## src/rtl/rle_pkg.sv

```systemverilog
// Shared types and defaults for the RLE encoder/decoder pair of the EEG path.
package rle_pkg;
    localparam int RLE_DATA_W = 8;
    localparam int RLE_LEN_W  = 8;
    localparam int RLE_MARKER = 0;

    typedef enum logic [1:0] {LIT, LEN, RUN} rle_state_t;
endpackage

```

## src/rtl/rle_out_reg.sv

```systemverilog
// Single-entry valid/ready output register carrying a coefficient and its frame-last flag.
module rle_out_reg #(
    parameter int W = 8
) (
    input  logic         clk,
    input  logic         rst_n,
    input  logic         load,
    input  logic [W-1:0] load_data,
    input  logic         load_last,
    input  logic         out_ready,
    output logic [W-1:0] out_data,
    output logic         out_valid,
    output logic         out_last
);
    // Callers only assert load when the slot is empty or draining this cycle.
    always_ff @(posedge clk) begin
        if (!rst_n) begin
            out_data  <= '0;
            out_valid <= 1'b0;
            out_last  <= 1'b0;
        end else if (load) begin
            out_data  <= load_data;
            out_valid <= 1'b1;
            out_last  <= load_last;
        end else if (out_ready) begin
            out_valid <= 1'b0;
        end
    end
endmodule

```

## src/rtl/rle_decoder.sv

```systemverilog
// Run-length decoder: literals pass through, MARKER + length expands to a zero run.
// Optional sticky protocol-error flag enabled by defining RLE_DEC_ERR_EN.
module rle_decoder
    import rle_pkg::*;
#(
    parameter int DATA_W = RLE_DATA_W,
    parameter int LEN_W  = RLE_LEN_W
) (
    input  logic              clk,
    input  logic              rst_n,
    input  logic [DATA_W-1:0] in_data,
    input  logic              in_valid,
    input  logic              in_last,
    output logic              in_ready,
    output logic [DATA_W-1:0] out_data,
    output logic              out_valid,
    output logic              out_last,
    input  logic              out_ready
`ifdef RLE_DEC_ERR_EN
    ,
    output logic              err
`endif
);
    rle_state_t        state;
    logic [LEN_W-1:0]  cnt;
    logic [LEN_W-1:0]  len;
    logic              run_last;
    logic              in_fire, is_marker, run_step, lit_load, len_load;
    logic              load, load_last;
    logic [DATA_W-1:0] load_data;

    assign len       = in_data[LEN_W-1:0];
    assign is_marker = (in_data == DATA_W'(RLE_MARKER));
    assign in_ready  = (state != RUN) && (!out_valid || out_ready);
    assign in_fire   = in_valid && in_ready;
    assign lit_load  = in_fire && (state == LIT) && !is_marker;
    assign len_load  = in_fire && (state == LEN) && (len != '0);
    assign run_step  = (state == RUN) && (!out_valid || out_ready);
    assign load      = lit_load || len_load || run_step;

    always_comb begin
        load_data = '0;
        load_last = 1'b0;
        if (lit_load) begin
            load_data = in_data;
            load_last = in_last;
        end else if (len_load) begin
            load_last = in_last && (len == LEN_W'(1));
        end else if (run_step) begin
            load_last = run_last && (cnt == LEN_W'(1));
        end
    end

    always_ff @(posedge clk) begin
        if (!rst_n) begin
            state    <= LIT;
            cnt      <= '0;
            run_last <= 1'b0;
        end else begin
            case (state)
                LIT: if (in_fire && is_marker) state <= LEN;
                LEN: if (in_fire) begin
                    // A zero length emits nothing and simply resynchronises on LIT.
                    run_last <= in_last;
                    cnt      <= (len == '0) ? '0 : len - LEN_W'(1);
                    state    <= (len > LEN_W'(1)) ? RUN : LIT;
                end
                RUN: if (run_step) begin
                    cnt <= cnt - LEN_W'(1);
                    if (cnt == LEN_W'(1)) state <= LIT;
                end
                default: state <= LIT;
            endcase
        end
    end

`ifdef RLE_DEC_ERR_EN
    always_ff @(posedge clk) begin
        if (!rst_n) err <= 1'b0;
        else if (in_fire && (((state == LIT) && is_marker && in_last) ||
                             ((state == LEN) && (len == '0))))
            err <= 1'b1;
    end
`endif

    rle_out_reg #(.W(DATA_W)) u_out (
        .clk       (clk),
        .rst_n     (rst_n),
        .load      (load),
        .load_data (load_data),
        .load_last (load_last),
        .out_ready (out_ready),
        .out_data  (out_data),
        .out_valid (out_valid),
        .out_last  (out_last)
    );
endmodule

```

## config.mk

```make
export PLATFORM = sky130hd
export DESIGN_NAME = rle_decoder
export DESIGN_NICKNAME = d
export VERILOG_FILES = /design/src/rtl/rle_pkg.sv /design/src/rtl/rle_out_reg.sv /design/src/rtl/rle_decoder.sv
export SDC_FILE = /design/constraint.sdc
export NUM_CORES = 1
export LEC_CHECK = 0
export ABC_AREA = 1
export BUFFER_PORTS_ARGS = -buffer_cell sky130_fd_sc_hd__buf_2
export CAP_MARGIN = 30
export CORE_UTILIZATION = 60
export CTS_CLUSTER_DIAMETER = 200
export CTS_CLUSTER_SIZE = 20
export DETAILED_ROUTE_END_ITERATION = 12
export PLACE_DENSITY_LB_ADDON = 0.1
export SETUP_SLACK_MARGIN = 0.5
export SLEW_MARGIN = 0
export SYNTH_ARGS = -nofsm -noshare
export SYNTH_HDL_FRONTEND = slang
export SYNTH_SLANG_ARGS = --single-unit
```

## constraint.sdc

```tcl
create_clock -name clk -period 2.9 [get_ports clk]
set_input_delay 0.435 -clock clk [delete_from_list [all_inputs] [get_ports clk]]
set_output_delay 0.435 -clock clk [all_outputs]
set_load 0.02 [all_outputs]
```

==> flow_metrics.py <==
metrics = {
    "synthesis": {
        "synth_nets": 229,
        "synthDominantAreaCellType": "sky130_fd_sc_hd__dfxtp_1",
        "yosys_warnings": 0,
        "ys_types": 32,
        "synthesis.area_per_instance_um2": 7.140,
        "yosysSeqAreaShare_pct": 27.91,
        "synth.top_cells.by_count": "sky130_fd_sc_hd__nand2_1, sky130_fd_sc_hd__inv_1, sky130_fd_sc_hd__nor2_1",
        "synth-seq-cells": 21,
        "synthArstFlopShare_pct": 0,
        "synth_top_flop_cell": "sky130_fd_sc_hd__dfxtp_1",
        "post_synth_instance_area_mm2": 0.001506,
        "netlist.area_leader.share_pct": 27.91,
        "ys_top_cells_by_area": "sky130_fd_sc_hd__dfxtp_1, sky130_fd_sc_hd__nand2_1, sky130_fd_sc_hd__inv_1",
        "synth-edff-count": 0,
        "post-synth-top-count-cell": "sky130_fd_sc_hd__nand2_1",
        "synthesis.instances": 211,
    },
    "finish": {
        "fill_cells": 201,
        "final_nets": 252,
        "layout-drive-gt1-share_pct": 27.04,
        "fin_area_mm2": 0.001632,
        "syn2layout_area_growth_pct": 8.305,
        "final_util_pct": 71.02,
        "n_antenna_cell": 0,
        "fin_cells": 261,
    },
    "clocking": {
        "cts-root-to-sink-buffers": 2,
        "htreeDepth": 1,
        "clk_transition_reported_paths_ps": 130,
        "cts.hold.buffers_added": 0,
        "post-cts-setup-buffers": 0,
        "cts_buffers": 3,
        "post_cts.resized_instances": 0,
        "cts_root_buffer": "sky130_fd_sc_hd__clkbuf_4",
        "cts_num_sinks": 21,
        "tritoncts_clock_tree": "yes",
        "insertion_delay_of_the_later_clocked_pin_in_the_worst_skew_pair_ps": 310,
    },
    "place": {
        "post-dp-hpwl_um": 2610,
        "port_buffers": 23,
        "dpl.cell_count": 257,
        "placedInstanceArea_mm2": 0.001604,
        "globalplace.congestion": 0.8803,
        "detailedPlace.worstSlack_ps": 986.7,
    },
    "worst_setup_path": {
        "timing.critical_path.fanout_max": 13,
        "critical_path_class": "flip-flop to flip-flop",
        "cp_data_arrival_time_ps": 2130,
        "critPathCaptureType": "flip-flop",
        "required_ps": 3110,
        "r2r_cells": 7,
        "startpoint_type": "flip-flop",
    },
    "power": {
        "p_leak_nw": 0.8330,
        "ir_drop_uv": 302.7,
        "cellPowerDensity_mw_per_mm2": 339.1,
        "power_uw": 553.2,
    },
    "timing": {
        "finClkSkew_ps": 10.52,
        "worstMarginPinSlew_ps": 556.2,
        "grt_setup_unrepaired": "false",
        "finalCritPeriodShare_pct": 66.36,
        "setup_violations_final": 0,
        "slew_headroom_pct": 62.83,
        "max_freq_mhz": 519.7,
        "totalNegativeSetupSlack_ps": 0,
        "hold_slack_ps": 375.9,
        "timing.final.max_slew_violations": 0,
        "finalHoldViolCount": 0,
        "final_critical_path_setup_slack_ps": 975.7,
        "post-route-min-period_ps": 1924,
    },
    "die": {
        "die_height_um": 52.11,
        "fp.coreArea_mm2": 0.002297,
        "floorplan.die.width_um": 52.11,
        "initial_standard_cell_utilization_of_the_core_pct": 65.58,
        "floorplan.rows": 17,
        "die_area_mm2": 0.002715,
        "top_level_ports": 24,
    },
    "global_routing": {
        "antenna_found_initial": 0,
        "grt_first_pass_wirelength_um": 5568,
        "globalRoute.totalOverflow": 0,
        "met3_usage_pct": 2.632,
        "grt_use_met1_pct": 31.96,
        "largest_net_degree_at_the_start_of_global_routing": 14,
        "grtUsageMet2_pct": 50.64,
        "globalRouteTotalUtil_pct": 27.29,
        "grt-busiest-layer": "met2",
        "grt_pass1_vias": 1387,
    },
    "routing": {
        "violation_count_after_the_first_detailed_route_iteration": 27,
        "post_drt_via_cell_ratio": 5.276,
        "drt.antenna.violating_nets": 0,
        "post_drt_wl_per_cell_um": 12.45,
        "vias": 1377,
        "remaining_drc_errors": 0,
        "routed_wl_um": 3250,
        "drt_pass1_iterations": 4,
    },
    "run_status": {
        "outcome": "finished clean",
    },
    "hold_path": {
        "min_path_type": "input port to flip-flop",
        "hold_depth": 3,
    },
    "flow_run": {
        "drv_cap": 0,
    },
}
[registers in the layout (all words and copies together) (netlist names)]
| register | count |
|---|---|
| cnt | 8 |
| run_last | 1 |
| state | 2 |
| u_out.out_data | 8 |
| u_out.out_last | 1 |
| u_out.out_valid | 1 |
[report_power, final]
| group | internal (mW) | total [mW] | switching [mW] |
|---|---|---|---|
| Sequential | 0.297 | 0.303 | 0.00536 |
| Clock | 0.0515 | 0.146 | 0.0948 |
| Combinational | 0.0368 | 0.104 | 0.0674 |
| Total | 0.386 | 0.553 | 0.168 |
[critical path, cell delays in order, from the launching register on]
cell,delay [ps]
sky130_fd_sc_hd__dfxtp_1,450
sky130_fd_sc_hd__nand2_4,110
sky130_fd_sc_hd__inv_2,150
sky130_fd_sc_hd__nand2_1,360
sky130_fd_sc_hd__nand2_2,360
sky130_fd_sc_hd__inv_1,120
sky130_fd_sc_hd__nor3_1,210
sky130_fd_sc_hd__nor2_1,60
[final cells by class]
cell class              count  area [um^2]  share of cell area, %
flip-flops and latches     21        420.4                  25.77
repair buffers             23        115.1                  7.055
clock inverters             1        5.005                 0.3067
inverters                  34        130.1                  7.975
multi-input cells         151        903.4                  55.37
well taps                  28        35.03                  2.147
clock buffers               3        22.52                  1.380
[cells in the final DEF, fill, tap and decap left out, types with 2 or more instances in the layout]
master,synthesis,layout
sky130_fd_sc_hd__o21bai_1,2,2
sky130_fd_sc_hd__xor2_1,4,4
sky130_fd_sc_hd__dfxtp_1,21,21
sky130_fd_sc_hd__nand2_4,4,4
sky130_fd_sc_hd__o21ai_1,4,4
sky130_fd_sc_hd__nand3_1,18,18
sky130_fd_sc_hd__inv_1,30,30
sky130_fd_sc_hd__nor2_8,2,2
sky130_fd_sc_hd__a21oi_2,7,7
sky130_fd_sc_hd__ha_1,5,5
sky130_fd_sc_hd__clkbuf_4,0,3
sky130_fd_sc_hd__nand4_1,2,2
sky130_fd_sc_hd__nor2_1,22,22
sky130_fd_sc_hd__buf_2,0,23
sky130_fd_sc_hd__nor2_4,2,2
sky130_fd_sc_hd__nand2_2,3,3
sky130_fd_sc_hd__nand2_1,39,39
sky130_fd_sc_hd__inv_2,3,3
sky130_fd_sc_hd__a21oi_1,14,14
sky130_fd_sc_hd__o21ai_0,5,5
sky130_fd_sc_hd__or2_2,2,2
sky130_fd_sc_hd__nor2_2,2,2
sky130_fd_sc_hd__nand3_2,8,8
[cells by family after synthesis]
| kind of cell | count (synthesis) | synth area share (%) |
|---|---|---|
| simple gates | 109 | 40.20 |
| xor+xnor | 4 | 2.325 |
| buf+inv | 39 | 12.13 |
| compound gates | 33 | 13.29 |
| fa+ha+maj | 5 | 4.153 |
| flops | 21 | 27.91 |
[final timing paths]
kind              slack (ps)               from                end
setup reg to reg         980           state[1]             cnt[3]
setup / recovery         980           state[1]             cnt[3]
hold reg to reg          480  u_out.out_data[2]  u_out.out_data[2]
hold / removal           380         in_data[1]  u_out.out_data[1]
[routing by layer]
metal	share of wire, %	vias up
met5	0	-
met4	0.92	0
met3	3.1	4
met2	50	35
met1	46	627
li1	-	711
Note: power is estimated with default switching activity, not from simulation.
